===== src/rtl/regbank_param.sv =====
// Parametrised register bank: DEPTH words of DW bits with one byte-strobed
// write port and two independent registered read ports. Reads see the value
// the addressed register will hold after the current edge (write-first
// bypass), so clear, byte merge and hardwired-zero R0 show up on the read
// ports with no extra logic.
module regbank_param #(
    parameter int DW       = 32,
    parameter int DEPTH    = 4,
    parameter int AW       = $clog2(DEPTH),
    parameter int ZERO_REG = 0
) (
    input  logic            clk,
    input  logic            rst_n,
    input  logic            clr,
    input  logic            wr_en,
    input  logic [AW-1:0]   wr_addr,
    input  logic [DW-1:0]   wr_data,
    input  logic [DW/8-1:0] wr_strb,
    input  logic            rd_en_a,
    input  logic [AW-1:0]   rd_addr_a,
    output logic [DW-1:0]   rd_data_a,
    output logic            rd_valid_a,
    input  logic            rd_en_b,
    input  logic [AW-1:0]   rd_addr_b,
    output logic [DW-1:0]   rd_data_b,
    output logic            rd_valid_b
);

    localparam int NB   = DW / 8;
    localparam int SPAN = 1 << AW;

    // Post-edge value of every address in the full AW space. Entries at or
    // beyond DEPTH, and R0 when hardwired to zero, are constant 0, which is
    // exactly what both the write path and the read path need there.
    logic [DW-1:0] next_view [SPAN];
    logic [DW-1:0] byte_mask;

    // Expand the byte strobes into a bit mask used by every register's merge.
    genvar gi;
    generate
        for (gi = 0; gi < NB; gi++) begin : g_mask
            assign byte_mask[8*gi +: 8] = {8{wr_strb[gi]}};
        end
    endgenerate

    generate
        for (gi = 0; gi < SPAN; gi++) begin : g_word
            if (gi < DEPTH && !(ZERO_REG != 0 && gi == 0)) begin : g_store
                logic [DW-1:0] value_reg;
                logic          wr_hit;

                assign wr_hit = wr_en && (wr_addr == AW'(gi));

                // Clear wins over a write; otherwise merge enabled bytes.
                assign next_view[gi] = clr    ? '0 :
                                       wr_hit ? ((value_reg & ~byte_mask) | (wr_data & byte_mask)) :
                                                value_reg;

                // Storage element for this word.
                always_ff @(posedge clk or negedge rst_n) begin
                    if (!rst_n) begin
                        value_reg <= '0;
                    end else begin
                        value_reg <= next_view[gi];
                    end
                end
            end else begin : g_const
                assign next_view[gi] = '0;
            end
        end
    endgenerate

    // Port A output stage: load on request, valid pulses for one cycle.
    always_ff @(posedge clk or negedge rst_n) begin
        if (!rst_n) begin
            rd_data_a  <= '0;
            rd_valid_a <= 1'b0;
        end else begin
            rd_valid_a <= rd_en_a;
            if (rd_en_a) begin
                rd_data_a <= next_view[rd_addr_a];
            end
        end
    end

    // Port B output stage: identical to port A and fully independent of it.
    always_ff @(posedge clk or negedge rst_n) begin
        if (!rst_n) begin
            rd_data_b  <= '0;
            rd_valid_b <= 1'b0;
        end else begin
            rd_valid_b <= rd_en_b;
            if (rd_en_b) begin
                rd_data_b <= next_view[rd_addr_b];
            end
        end
    end

endmodule

===== config.mk =====
export PLATFORM = sky130hd
export DESIGN_NAME = regbank_param
export DESIGN_NICKNAME = d
export VERILOG_FILES = /design/src/rtl/regbank_param.sv
export SDC_FILE = /design/constraint.sdc
export NUM_CORES = 1
export LEC_CHECK = 0
export ABC_AREA = 1
export CORE_UTILIZATION = 59
export CTS_CLUSTER_SIZE = 12
export DETAILED_ROUTE_END_ITERATION = 6
export PLACE_DENSITY_LB_ADDON = 0.25
export SYNTH_ARGS = -nofsm -noshare
export SYNTH_HDL_FRONTEND = slang
export SYNTH_SLANG_ARGS = --single-unit

===== constraint.sdc =====
create_clock -name clk -period 2.8 [get_ports clk]
set_input_delay 0.56 -clock clk [delete_from_list [all_inputs] [get_ports clk]]
set_output_delay 0.56 -clock clk [all_outputs]
set_load 0.005 [all_outputs]

==> results.toml, run 1 <==
[setup_path]
cpMaxStageDelayCell = "clkdlybuf4s50_1"
critPathRequiredTime_ns = 3.13
crit_arrival_ns = 2.37
cp-end-kind = "flip-flop"
critPathMaxStageDelay_ns = 0.59
path_cells = "clkdlybuf4s50_1, nand3_2, inv_2, buf_12, nand3_1, nand2_1, nand2_1, nand3_1, nand2_1, nand2_1, nand2_1"
worstSetupPathType = "input port to flip-flop"
cpMostUsedCell = "nand2_1"
cp-start-kind = "input port"
worst-path-max-fanout = 16

[finish]
nNetsFinal = 1969
final_common_cell = "nand2_1"
diodes = 0
stdcell_area_sq_mm = 0.0137
largest_register_ffs = 128
instances_no_fill = 2199
areaGrowthSynthToFinish_pct = 16.8
fillCellCount = 1627
drive_above_1_share_pct = 4.03
layout_common_cells = "929 x nand2_1, 194 x dfrtp_1, 172 x inv_1, 161 x nand3_1, 129 x nor2_1"

[synthesis]
ys_seq_area_share_pct = 41.3
synth_cell_types = 17
synthArstFlopShare_pct = 100
yosys_register_bits = 194
ys.flop_type = "dfrtp_1"
postSynthNetCount = 1909
synth_top_area_cell = "dfrtp_1"
synthCells = 1861
synth_top_area_share_pct = 41.3
syn_area_per_cell_sq_um = 6.32
netlist_top_cells_area = "dfrtp_1 41%, nand2_1 30%, nand3_1 6.9%"
yosys_warnings = 0
netlist_area_sq_mm = 0.0118
synth-edff-count = 0

[clock_tree]
cts.clk_slew.worst_paths_ns = 0.07
cts_hold_buf = 0
cts_tree = "built"
clkSinkCount = 194
cts_resized = 0
clkLatencyLatePin_ns = 0.43
cts.htree.levels = 4
ctsRootBufferMaster = "clkbuf_16"
cts_buffers = 17
post_cts_buffers = 0
cts_buffer_depth = 2

[timing]
worst_slew_pin_slew_ns = 0.564
fin_crit_ns = 2.04
setup_viol = 0
slew_viol_final = 0
slew_headroom_pct = 62.4
fin_crit_sh_pct = 72.7
finalHoldViolCount = 0
fin_ws_ns = 0.764
fmax_ghz = 0.491
finalClockSkew_ns = 0.00776
rsz0062_at_grt = "no"
fin_setup_tns_ns = 0

[pwr]
pwr-share-seq_pct = 45.1
netSwitchingFraction_pct = 29.9
power_w = 0.00685
power_frac_comb_pct = 19.9
p_clk_share_pct = 35.0
peakVddDrop_uv = 449
p_sw_w = 0.00205
leakage_nw = 8.05
p_int_w = 0.00480
power.density_mw_per_mm2 = 499

[die]
pin_count = 114
rows = 51
start_util_pct = 60.2
die_y_microns = 143
fp.dieArea_sq_mm = 0.0205
dieWidth_microns = 143
coreArea_sq_mm = 0.0195

[global_route]
grt.total_usage_pct = 36.1
grt_max_degree = 97
use_met3_pct = 6.10
top_usage_layer = "met2"
grt_use_met2_pct = 59.6
grt_pass1_vias = 11527
grt_use_met1_pct = 45.6
grt.overflow.total = 0
grt_pass1_wl_microns = 56800
antenna_found_initial = 0

[routing]
drt-total-wl_microns = 35600
vias = 12142
drc = 0
ant_nets = 0
drtIter0Drc = 1279
first_pass_iters = 6
route.detailed.wl_per_inst_microns = 16.2
vias_per_cell = 5.52

[run_status]
status = "complete, no violations"

[placed_design]
place_ws_ns = 0.344
hpwl_microns = 20700
place_inst = 2167
portBuffers = 113
place_area_sq_mm = 0.0132
gp_congestion = 0.812

[flow_run]
max_cap_violations = 0

[worst_hold_path]
hp-class = "input port to async pin"
## area by class of cell
class / instances / area [sq um] / share of cell area (%)
multi-input cells: 1383 / 5770 / 42.0
flip-flops and latches: 194 / 4850 / 35.3
repair buffers: 151 / 1560 / 11.4
inverters: 174 / 653 / 4.75
clock buffers: 20 / 457 / 3.32
well taps: 265 / 332 / 2.41
clock inverters: 12 / 109 / 0.792
## logic make-up after synthesis
kind of cell	after synthesis	share of synthesized area, %
DFF	194	41.3
and+or+nand+nor	1223	40.9
AOI/OAI and AO/OA	160	8.17
buffers and inverters	284	9.63
## per-layer routing
metal | part of all wire (%) | vias to the layer above
li1 | - | 5807
met1 | 40 | 5596
met2 | 47 | 624
met3 | 9.6 | 115
met4 | 3.6 | 0
met5 | 0 | -
## power groups by stage
stage | Sequential, W | Clock (W) | Combinational (W)
after global routing | 0.00310 | 0.00252 | 0.00151
final | 0.00309 | 0.00240 | 0.00136
after global placement | 0.00313 | 0 | 0.00131
after CTS | 0.00309 | 0.00241 | 0.00135
after detailed placement | 0.00314 | 0 | 0.00134
after floorplan | 0.00313 | 0 | 0.000737
## worst max-delay path, delay by kind of cell
kind                   cells  cell delay (ns)
buffers and inverters      3             1.07
and+or+nand+nor            8             0.73
## synthesized netlist by cell type (2+ instances only)
library cell,number
nand2_1,930
dfrtp_1,194
inv_1,172
nand3_1,161
nor2_1,129
o21bai_1,64
buf_2,44
o21ai_1,42
clkbuf_1,38
a21oi_1,32
buf_1,25
o21ai_0,22
buf_4,3
nand3_2,2
## path summary, 6_finish.rpt
| path | endpoint | slack [ns] | start | cells past startpoint |
|---|---|---|---|---|
| worst min-delay path | rd_data_a[21] | 0.1 | rst_n | 1 |
| worst min register to register | rd_data_b[29] | 0.48 | rd_data_b[29] | 2 |
| max in group asynchronous | rd_data_a[13] | 1.85 | rst_n | 2 |
| worst max register to register | rd_data_b[20] | 1.57 | g_word[1].g_store.value_reg[20] | 10 |
| worst max-delay path | rd_data_a[31] | 0.76 | wr_en | 11 |
| min in group clk | rd_data_b[29] | 0.48 | rd_data_b[29] | 2 |
## per-stage QoR
step | hold WS (ns) | utilization, %
after floorplan | 0.264 | -
after global placement | 0.464 | 67.4
after detailed placement | 0.464 | 67.4
after CTS | 0.122 | 70.3
after global routing | 0.133 | 70.3
final | 0.0987 | 70.3
No activity file was read; power rests on OpenSTA's default activity.
==> run 2, diff against run 1 <==
CORE_UTILIZATION = 53   (was 59)
clock period = 1.8 ns   (was 2.8 ns; I/O delays follow)
==> results.toml, run 2 (synthesized netlist as in run 1, its figures left out) <==
[routing]
route.detailed.wl_per_inst_microns = 15.7
drtIter0Drc = 1006
first_pass_iters = 5
drc = 0
ant_nets = 0
vias = 12552
vias_per_cell = 5.37
drt-total-wl_microns = 36700

[setup_path]
path_cells = "clkdlybuf4s50_1"
cp-start-kind = "flip-flop"
cpMaxStageDelayCell = "clkdlybuf4s50_1"
critPathTopFamily = "buffers and inverters"
path_buf_inv = 1
rr_endpoint = "rd_data_a[4]"
worstSetupPathType = "flip-flop to output port"
cp-end-kind = "output port"
timing.rr.start = "g_word[2].g_store.value_reg[4]"
crit_arrival_ns = 1.40
critPathMaxStageDelay_ns = 0.53
r2r_slack_ns = 0.62
r2r_cells = 8
worst-path-max-fanout = 2
critPathRequiredTime_ns = 1.44

[finish]
ff_latch_area_sq_mm = 0.00485
diodes = 0
drive_above_1_share_pct = 9.86
multiInputGateArea_sq_mm = 0.00579
final_common_cell = "nand2_1"
areaGrowthSynthToFinish_pct = 26.6
layout_common_cells = "929 x nand2_1, 194 x dfrtp_1, 172 x inv_1, 161 x nand3_1, 140 x buf_4"
largest_register_ffs = 128
post-route-util_pct = 68.4
nNetsFinal = 2095
fillCellCount = 1845

[timing]
fin_crit_sh_pct = 97.7
setup_viol = 0
rsz0062_at_grt = "no"
slew_viol_final = 0
slew_headroom_pct = 63.9
fin_crit_ns = 1.76
fin_setup_tns_ns = 0
finalClockSkew_ns = 0.00861
finalHoldViolCount = 0
fmax_ghz = 0.569
fin_ws_ns = 0.0414
worst_slew_pin_slew_ns = 0.542

[global_route]
grt_pass1_vias = 11979
grt_pass1_wl_microns = 59400
grt_max_degree = 64
grt.total_usage_pct = 33.7
antenna_found_initial = 0
grt.overflow.total = 0

[clock_tree]
cts_buffer_depth = 2
ctsRootBufferMaster = "clkbuf_16"
cts.clk_slew.worst_paths_ns = 0.07
cts_tree = "built"
cts.htree.levels = 4
clkSinkCount = 194
post_cts_buffers = 0
cts_buffers = 17
clkLatencyLatePin_ns = 0.44

[pwr]
peakVddDrop_uv = 622
leakage_nw = 8.70
power.density_mw_per_mm2 = 746

[placed_design]
place_ws_ns = -0.330
hpwl_microns = 23400
gp_congestion = 0.849
portBuffers = 113

[die]
die_y_microns = 151
fp.dieArea_sq_mm = 0.0228
coreArea_sq_mm = 0.0218
rows = 54
dieWidth_microns = 151
pin_count = 114
start_util_pct = 54.0

[run_status]
status = "complete, no violations"

[worst_hold_path]
hp-class = "input port to async pin"

[flow_run]
max_cap_violations = 0
[run 2: cell count changes in the layout (fill, tap and decap cells not counted), sizes merged]
| cell | change |
|---|---|
| clkinvlp | +2 |
| clkdlybuf4s50 | -2 |
| dlygate4sd3 | +1 |
| clkbuf | -2 |
| clkinv | -3 |
| dlymetal6s2s | +2 |
| buf | +125 |
| bufinv | +2 |
[run 2: per-stage QoR]
step / area (sq um) / hold WS (ns) / std cells / total power (W)
2_1_floorplan: 11800 / 0.0644 / 1861 / 0.00601
3_3_place_gp: 14300 / 0.337 / 2307 / 0.00712
3_5_place_dp: 14300 / 0.341 / 2307 / 0.00718
4_1_cts: 14900 / 0.439 / 2339 / 0.0111
5_1_grt: 14900 / 0.460 / 2339 / 0.0116
6_report: 14900 / 0.437 / 2339 / 0.0111
[run 2: report_power, final]
part,total (W),internal (W),switching (W)
clock,0.00395,0.00218,0.00177
combinational,0.00235,0.00103,0.00132
sequential,0.00480,0.00464,0.000164
[run 2: area by class of cell]
class / instances / share of cell area, %
Multi-Input combinational cell: 1383 / 38.9
Timing Repair Buffer: 277 / 17.8
Tap cell: 280 / 2.35
Clock inverter: 13 / 1.08
Sequential cell: 194 / 32.6
Clock buffer: 18 / 2.88
Inverter: 174 / 4.39
[run 2: routing by layer]
layer / track usage, % / part of all wire, % / wire length (microns)
met2: 56.2 / 48 / 17500
met5: 0 / 0 / 0
met4: 14.1 / 2.7 / 997
met1: 43.4 / 41 / 15200
met3: 5.33 / 8.0 / 2940
[run 2: how the worst max path moves through the flow]
stage,from,end,slack [ns],cells past startpoint
CTS,rd_data_b[8],rd_data_b[8],0.05,1
floorplan,clr,rd_data_a[15],0.38,10
detailed placement,wr_addr[1],rd_data_b[7],-0.33,10
global route,wr_addr[0],rd_data_a[7],0.005,11
finish,rd_data_b[8],rd_data_b[8],0.04,1
global placement,wr_addr[1],rd_data_a[7],-0.29,10
[run 2: repair_timing]
| item | CTS | global route |
|---|---|---|
| setup endpoints to repair | 0 | 8 |
| gates resized for setup | 0 | 6 |
| hold buffers | 1 | 0 |
| endpoints found under the hold margin | 35 | 0 |
